### config.mk
export PLATFORM = sky130hd
export DESIGN_NAME = bp_core_stall_profiler_flat
export DESIGN_NICKNAME = d
export VERILOG_FILES = /design/src/rtl/bp_core_stall_profiler_if.sv /design/src/rtl/bp_core_stall_profiler.sv /design/src/flat_wrapper.sv
export SDC_FILE = /design/constraint.sdc
export NUM_CORES = 2
export LEC_CHECK = 0
export BUFFER_PORTS_ARGS = -buffer_cell sky130_fd_sc_hd__buf_2
export CAP_MARGIN = 15
export CORE_MARGIN = 10
export CORE_UTILIZATION = 39
export DETAILED_ROUTE_END_ITERATION = 10
export PLACE_DENSITY = 0.55
export SYNTH_ARGS = -nofsm -noshare
export SYNTH_HDL_FRONTEND = slang
export SYNTH_SLANG_ARGS = --single-unit
### constraint.sdc
create_clock -name clk_i -period 3 [get_ports clk_i]
set_clock_uncertainty 0.1 [all_clocks]
set_input_delay 0.15 -clock clk_i [delete_from_list [all_inputs] [get_ports clk_i]]
set_output_delay 0.15 -clock clk_i [all_outputs]
set_load 0.02 [all_outputs]
### src/rtl/bp_core_stall_profiler_if.sv
// Probe, control and readout bundle for the stall-attribution profiler.
// The master drives the probes and the select; the slave returns the selected counter.
interface bp_core_stall_profiler_if #(parameter int cnt_width_p = 64);
  logic freeze_i, clear_i, commit_v_i;
  logic exception_i, eret_i, interrupt_i, mispredict_i;
  logic dcache_rollback_i, dcache_miss_i, dtlb_miss_i, long_haz_i;
  logic struct_haz_i, load_dep_i, mul_dep_i, data_haz_i;
  logic control_haz_i, fe_cmd_fence_i, fe_cmd_i, icache_rollback_i;
  logic icache_miss_i, itlb_miss_i, icache_fence_i, branch_override_i;
  logic ret_override_i, fe_queue_stall_i, fe_wait_stall_i;
  logic [4:0]             sel_i;
  logic [cnt_width_p-1:0] cnt_o;

  modport master (
    output freeze_i, clear_i, commit_v_i,
    output exception_i, eret_i, interrupt_i, mispredict_i,
    output dcache_rollback_i, dcache_miss_i, dtlb_miss_i, long_haz_i,
    output struct_haz_i, load_dep_i, mul_dep_i, data_haz_i,
    output control_haz_i, fe_cmd_fence_i, fe_cmd_i, icache_rollback_i,
    output icache_miss_i, itlb_miss_i, icache_fence_i, branch_override_i,
    output ret_override_i, fe_queue_stall_i, fe_wait_stall_i,
    output sel_i,
    input  cnt_o
  );

  modport slave (
    input  freeze_i, clear_i, commit_v_i,
    input  exception_i, eret_i, interrupt_i, mispredict_i,
    input  dcache_rollback_i, dcache_miss_i, dtlb_miss_i, long_haz_i,
    input  struct_haz_i, load_dep_i, mul_dep_i, data_haz_i,
    input  control_haz_i, fe_cmd_fence_i, fe_cmd_i, icache_rollback_i,
    input  icache_miss_i, itlb_miss_i, icache_fence_i, branch_override_i,
    input  ret_override_i, fe_queue_stall_i, fe_wait_stall_i,
    input  sel_i,
    output cnt_o
  );
endinterface

### src/rtl/bp_core_stall_profiler.sv
// Credits every unfrozen cycle to either a retiring instruction or the
// highest-priority stall probe (bucket 23 when none), with a registered readout mux.
module bp_core_stall_profiler #(
  parameter int cnt_width_p = 64
) (
  input logic clk_i,
  input logic reset_n_i,
  bp_core_stall_profiler_if.slave bus
);
  localparam int num_probe_lp = 23;
  localparam int num_stall_lp = 24;
  localparam logic [cnt_width_p-1:0] one_lp = cnt_width_p'(1);

  logic [num_probe_lp-1:0] probe;
  assign probe = {
    bus.fe_wait_stall_i, bus.fe_queue_stall_i, bus.ret_override_i, bus.branch_override_i,
    bus.icache_fence_i, bus.itlb_miss_i, bus.icache_miss_i, bus.icache_rollback_i,
    bus.fe_cmd_i, bus.fe_cmd_fence_i, bus.control_haz_i, bus.data_haz_i,
    bus.mul_dep_i, bus.load_dep_i, bus.struct_haz_i, bus.long_haz_i,
    bus.dtlb_miss_i, bus.dcache_miss_i, bus.dcache_rollback_i, bus.mispredict_i,
    bus.interrupt_i, bus.eret_i, bus.exception_i
  };

  // One-hot bucket select; a retiring instruction suppresses all stall buckets.
  logic [num_stall_lp-1:0] stall_inc;
  logic                    hit;
  always_comb begin
    stall_inc = '0;
    hit       = 1'b0;
    for (int k = 0; k < num_probe_lp; k++) begin
      if (!hit && probe[k]) begin
        stall_inc[k] = 1'b1;
        hit          = 1'b1;
      end
    end
    if (!hit) stall_inc[num_stall_lp-1] = 1'b1;
    if (bus.commit_v_i) stall_inc = '0;
  end

  logic [num_stall_lp-1:0][cnt_width_p-1:0] stall_q;
  logic [cnt_width_p-1:0]                   cycle_q, instr_q, sel_val, cnt_q;

  always_ff @(posedge clk_i or negedge reset_n_i) begin
    if (!reset_n_i) begin
      stall_q <= '0;
      cycle_q <= '0;
      instr_q <= '0;
    end else if (bus.clear_i) begin
      stall_q <= '0;
      cycle_q <= '0;
      instr_q <= '0;
    end else if (!bus.freeze_i) begin
      cycle_q <= cycle_q + one_lp;
      if (bus.commit_v_i) instr_q <= instr_q + one_lp;
      for (int k = 0; k < num_stall_lp; k++)
        if (stall_inc[k]) stall_q[k] <= stall_q[k] + one_lp;
    end
  end

  always_comb begin
    sel_val = '0;
    if (bus.sel_i < 5'd24)       sel_val = stall_q[bus.sel_i];
    else if (bus.sel_i == 5'd24) sel_val = cycle_q;
    else if (bus.sel_i == 5'd25) sel_val = instr_q;
  end

  // Readout samples pre-edge counter values, so it trails counting by one edge.
  always_ff @(posedge clk_i or negedge reset_n_i) begin
    if (!reset_n_i) cnt_q <= '0;
    else            cnt_q <= sel_val;
  end

  assign bus.cnt_o = cnt_q;
endmodule

### src/flat_wrapper.sv
// flat-port wrapper written by rule: the top's interface ports become plain ports
module bp_core_stall_profiler_flat 
#(
  parameter int cnt_width_p = 64
)
  (clk_i, reset_n_i, bus_freeze_i, bus_clear_i, bus_commit_v_i, bus_exception_i, bus_eret_i, bus_interrupt_i, bus_mispredict_i, bus_dcache_rollback_i, bus_dcache_miss_i, bus_dtlb_miss_i, bus_long_haz_i, bus_struct_haz_i, bus_load_dep_i, bus_mul_dep_i, bus_data_haz_i, bus_control_haz_i, bus_fe_cmd_fence_i, bus_fe_cmd_i, bus_icache_rollback_i, bus_icache_miss_i, bus_itlb_miss_i, bus_icache_fence_i, bus_branch_override_i, bus_ret_override_i, bus_fe_queue_stall_i, bus_fe_wait_stall_i, bus_sel_i, bus_cnt_o);
  bp_core_stall_profiler_if #(.cnt_width_p(cnt_width_p)) bus_i ();
  input logic clk_i;
  input logic reset_n_i;
  input wire logic [$bits(bus_i.freeze_i)-1:0] bus_freeze_i;
  input wire logic [$bits(bus_i.clear_i)-1:0] bus_clear_i;
  input wire logic [$bits(bus_i.commit_v_i)-1:0] bus_commit_v_i;
  input wire logic [$bits(bus_i.exception_i)-1:0] bus_exception_i;
  input wire logic [$bits(bus_i.eret_i)-1:0] bus_eret_i;
  input wire logic [$bits(bus_i.interrupt_i)-1:0] bus_interrupt_i;
  input wire logic [$bits(bus_i.mispredict_i)-1:0] bus_mispredict_i;
  input wire logic [$bits(bus_i.dcache_rollback_i)-1:0] bus_dcache_rollback_i;
  input wire logic [$bits(bus_i.dcache_miss_i)-1:0] bus_dcache_miss_i;
  input wire logic [$bits(bus_i.dtlb_miss_i)-1:0] bus_dtlb_miss_i;
  input wire logic [$bits(bus_i.long_haz_i)-1:0] bus_long_haz_i;
  input wire logic [$bits(bus_i.struct_haz_i)-1:0] bus_struct_haz_i;
  input wire logic [$bits(bus_i.load_dep_i)-1:0] bus_load_dep_i;
  input wire logic [$bits(bus_i.mul_dep_i)-1:0] bus_mul_dep_i;
  input wire logic [$bits(bus_i.data_haz_i)-1:0] bus_data_haz_i;
  input wire logic [$bits(bus_i.control_haz_i)-1:0] bus_control_haz_i;
  input wire logic [$bits(bus_i.fe_cmd_fence_i)-1:0] bus_fe_cmd_fence_i;
  input wire logic [$bits(bus_i.fe_cmd_i)-1:0] bus_fe_cmd_i;
  input wire logic [$bits(bus_i.icache_rollback_i)-1:0] bus_icache_rollback_i;
  input wire logic [$bits(bus_i.icache_miss_i)-1:0] bus_icache_miss_i;
  input wire logic [$bits(bus_i.itlb_miss_i)-1:0] bus_itlb_miss_i;
  input wire logic [$bits(bus_i.icache_fence_i)-1:0] bus_icache_fence_i;
  input wire logic [$bits(bus_i.branch_override_i)-1:0] bus_branch_override_i;
  input wire logic [$bits(bus_i.ret_override_i)-1:0] bus_ret_override_i;
  input wire logic [$bits(bus_i.fe_queue_stall_i)-1:0] bus_fe_queue_stall_i;
  input wire logic [$bits(bus_i.fe_wait_stall_i)-1:0] bus_fe_wait_stall_i;
  input wire logic [$bits(bus_i.sel_i)-1:0] bus_sel_i;
  output wire logic [$bits(bus_i.cnt_o)-1:0] bus_cnt_o;
  assign bus_i.freeze_i = bus_freeze_i;
  assign bus_i.clear_i = bus_clear_i;
  assign bus_i.commit_v_i = bus_commit_v_i;
  assign bus_i.exception_i = bus_exception_i;
  assign bus_i.eret_i = bus_eret_i;
  assign bus_i.interrupt_i = bus_interrupt_i;
  assign bus_i.mispredict_i = bus_mispredict_i;
  assign bus_i.dcache_rollback_i = bus_dcache_rollback_i;
  assign bus_i.dcache_miss_i = bus_dcache_miss_i;
  assign bus_i.dtlb_miss_i = bus_dtlb_miss_i;
  assign bus_i.long_haz_i = bus_long_haz_i;
  assign bus_i.struct_haz_i = bus_struct_haz_i;
  assign bus_i.load_dep_i = bus_load_dep_i;
  assign bus_i.mul_dep_i = bus_mul_dep_i;
  assign bus_i.data_haz_i = bus_data_haz_i;
  assign bus_i.control_haz_i = bus_control_haz_i;
  assign bus_i.fe_cmd_fence_i = bus_fe_cmd_fence_i;
  assign bus_i.fe_cmd_i = bus_fe_cmd_i;
  assign bus_i.icache_rollback_i = bus_icache_rollback_i;
  assign bus_i.icache_miss_i = bus_icache_miss_i;
  assign bus_i.itlb_miss_i = bus_itlb_miss_i;
  assign bus_i.icache_fence_i = bus_icache_fence_i;
  assign bus_i.branch_override_i = bus_branch_override_i;
  assign bus_i.ret_override_i = bus_ret_override_i;
  assign bus_i.fe_queue_stall_i = bus_fe_queue_stall_i;
  assign bus_i.fe_wait_stall_i = bus_fe_wait_stall_i;
  assign bus_i.sel_i = bus_sel_i;
  assign bus_cnt_o = bus_i.cnt_o;
  bp_core_stall_profiler #(.cnt_width_p(cnt_width_p)) u_core (.clk_i(clk_i), .reset_n_i(reset_n_i), .bus(bus_i));
endmodule
==> results.md <==
* # fillers at 24200
* Setup TNS Final at -0.0497 ns
* Power Density at ~440 nW/µm²
* Crit path kind: flip-flop to flip-flop
* Drt drc at 0
* Clk root buf: clkbuf_16
* Row count at between 150 and 200
* First-pass GRT wire length at 575000 µm
* HP Class: primary input to flip-flop
* Total CTS buffers at just over 200
* Synth Area in XOR/XNOR at 11.5%
* Deepest clock path buffer count at 4
* Worst path arrival time at 3.70 ns
* Startpoint class of the critical path: flip-flop
* Yosys Warn Count at 0
* Largest vdd supply drop at 446 µV
* Syn Nets at about 10000
* Synth Flop Type: dfrtp_1
* Vias/cell at between 6 and 7
* I/O Pins at between 90 and 100
* Drt first-iter violations at 9596
* Yosys top cell area share at between 40% and 50%
* Layout cells sized above 1 at 16.7%
* Routed Antenna Nets at 0
* Leakage power at 45.4 nW
* Post-DR wirelength/cell at between 20 and 30 µm
* Max-Cap Viols at 0
* Synth Area in Simple Gates at 26.3%
* Drt total wl at 390000 µm
* Final Critical Period at 3.03 ns
* CTS sink cnt at 1728
* Die boundary width at 528 µm
* Final worst path period share at 101%
* Core Footprint at about 260000 µm²
* Post-synthesis async set-or-reset flop share at 100%
* Die area at 279000 µm²
* DR pass1 iterations at 7
* Yosys cell types at 63
* Final Setup Violations at 2
* Total grt overflow at 0
* Outcome: finished, violations left
* Post-Syn Area at 101000 µm²
* Area grow syn2layout at 17.5%
* Post-synth top area cell: dfrtp_1
* Area of the multi-input gates at about 55000 µm²
* Post-synthesis mux area share at roughly an eighth
* #FFs+latches synth at 1728
* Post-Synth Adder-Cell Area at 0.323%
* Nets at around 11000
* Vias in the first global route at 85700
* Violated checks: negative setup slack
* FF/Latch Area at about 43000 µm²
* Compound-Gate Fraction of Synth Area at 4.02%
* Worst-path fanout max at 16
* Mapped Cells at 10400
* Maximum clock rate at between 0.3 and 0.4 GHz
* Final Hold Vio Count at 0
* Synth Area per Inst at between 9 and 10 µm²
* Critical path data required time at 3.67 ns
* Register area share after synthesis at roughly 43%
* Worst-Skew Late Latency at just over 0.9 ns
* Gpl congestion at a little under 1
* Initial antenna violation count at between 40 and 50
* GRT Overall Usage at 27.1%
* Die H at 528 µm
* Largest family of logic cells by synthesized area: simple AND/OR/NAND/NOR gates
* CTS clock-pin slew for the worst setup and hold paths at about 0.070 ns
* DP HPWL at 300000 µm
* Dominant cells by area after synthesis: dfrtp_1, mux4_2, xnor2_1
* Largest net degree at the start of global routing at 159
* H-tree levels at 4
* Via Count at 88100
* Post-synth EDFFs at 0
* Max-slew violation count at 0
* Final core utilization at 46.1%
* Slew @ Worst Pin at 0.888 ns
* Worst Setup Slack, final at -0.0291 ns
* CTS tree: done
* Initial core utilization at 39.2%
* RSZ-0062 raised after global routing: yes
* IO buf count at 96
* CP endpoint kind: flip-flop
* Max-Slew Margin vs Limit at approximately 41%
## cells in the final DEF, fill, tap and decap left out, drive strengths merged, types with 74 or more instances in the layout
master,n
a21oi,284
and2,84
and3,180
and4,125
buf,960
clkbuf,290
dfrtp,1728
inv,261
mux2i,143
mux4,448
nand2,632
nand3,613
nand4,533
nor2,1581
nor3,458
nor4,470
o21ai,209
or3,232
or4,74
xnor2,916
xor2,402
## layer usage
layer	vias up	part of all wire (%)	GRT usage, %
li1	39000	-	-
met1	44600	39	34.8
met2	3623	47	44.3
met3	876	7.1	4.10
met4	12	6.4	14.2
met5	-	0.022	0
## worst paths after layout
kind / from / to / slack (ns) / cells past startpoint
max: u_core.stall_q[202] / u_core.stall_q[250] / -0.03 / 8
max reg2reg: u_core.stall_q[202] / u_core.stall_q[250] / -0.03 / 8
min in group asynchronous: reset_n_i / u_core.stall_q[639] / 0.08 / 3
min reg2reg: u_core.cycle_q[63] / u_core.cycle_q[63] / 0.45 / 2
max in group asynchronous: reset_n_i / u_core.stall_q[1158] / 1.96 / 3
min: bus_dcache_miss_i / u_core.stall_q[322] / 0.05 / 7
## kinds of logic (layout without fill, tap and decap cells)
logic type	after synthesis	count (layout)
adders and majority gates	26	26
other	0	51
buffers and inverters	818	1613
DFF	1728	1728
and+or+nand+nor	5224	5224
muxes	629	629
xor gates and xnor gates	1318	1318
AOI/OAI and AO/OA	685	685
## flip-flops by register name, summed over array words and instances, names as in the netlist
name / flops
u_core.bus.cnt_o: 64
u_core.cycle_q: 64
u_core.instr_q: 64
u_core.stall_q: 1536
## critical path, stage by stage (launching register included)
cell and delay (ns):
dfrtp_1 0.44, and4_1 0.25, nand4_1 0.24, or3_1 0.53
buf_4 0.27, nor4_1 0.67, buf_4 0.22, xnor2_1 0.11
nor2_1 0.05
## cells in the mapped netlist, types with 6 or more instances
master and number:
buf_2 14, o21a_1 10, nor3_1 456, dfrtp_1 1728, or4_1 74, a41o_1 6, mux2_2 38, nand3_1 613
clkbuf_1 472, inv_1 261, a21oi_1 284, o31a_1 6, mux4_2 448, buf_1 70, or2_2 42, or3_1 232
o22ai_1 14, and4_1 125, a21o_1 13, ha_1 26, nor4_1 460, o311ai_0 12, o221ai_1 50, o31ai_1 31
nand2b_1 61, xor2_1 402, nor2_1 1581, o21ai_0 207, nor2b_1 31, nor4b_1 44, nand3b_1 6, a31o_2 15
nand4_1 533, o41ai_1 11, nand4b_1 11, mux2i_1 143, nor4_2 10, nand2_1 632, nor3b_1 29, xnor2_1 916
and2_1 80, and3_1 180
## power breakdown
part | switching, mW | internal [mW]
clock network | 10.6 | 15.3
registers | 0.00913 | 23.3
logic | 1.70 | 0.681
## cell type report
| class | count | area share, % |
|---|---|---|
| Multi-Input combinational cell | 7882 | 46.2 |
| Sequential cell | 1728 | 36.5 |
| Timing Repair Buffer | 992 | 7.03 |
| Clock buffer | 290 | 5.02 |
| Tap cell | 3384 | 3.58 |
| Inverter | 261 | 0.828 |
| Clock inverter | 70 | 0.742 |
| Antenna cell | 51 | 0.108 |
## stage by stage
step	setup slack (ns)	power, mW	instance area (µm²)	instances	hold slack (ns)
after floorplan	0.108	24.8	101000	10400	-0.246
after global placement	-0.637	26.1	111000	14200	0.0578
after detailed placement	-0.644	26.1	111000	14200	0.0560
after CTS	0.00252	52.1	118000	14600	0.00233
after global routing	-0.0194	53.1	118000	14600	0.0612
final	-0.0291	51.7	118000	14700	0.0462
## repair_timing
action                                   CTS  global route
hold endpoints to repair                1752             0
pin swaps                                  0             3
buffers inserted                           0             3
endpoints found under the setup margin     6            29
hold buffers                              33             0
gates resized for setup                    5             9
No activity file was read; power rests on OpenSTA's default activity.
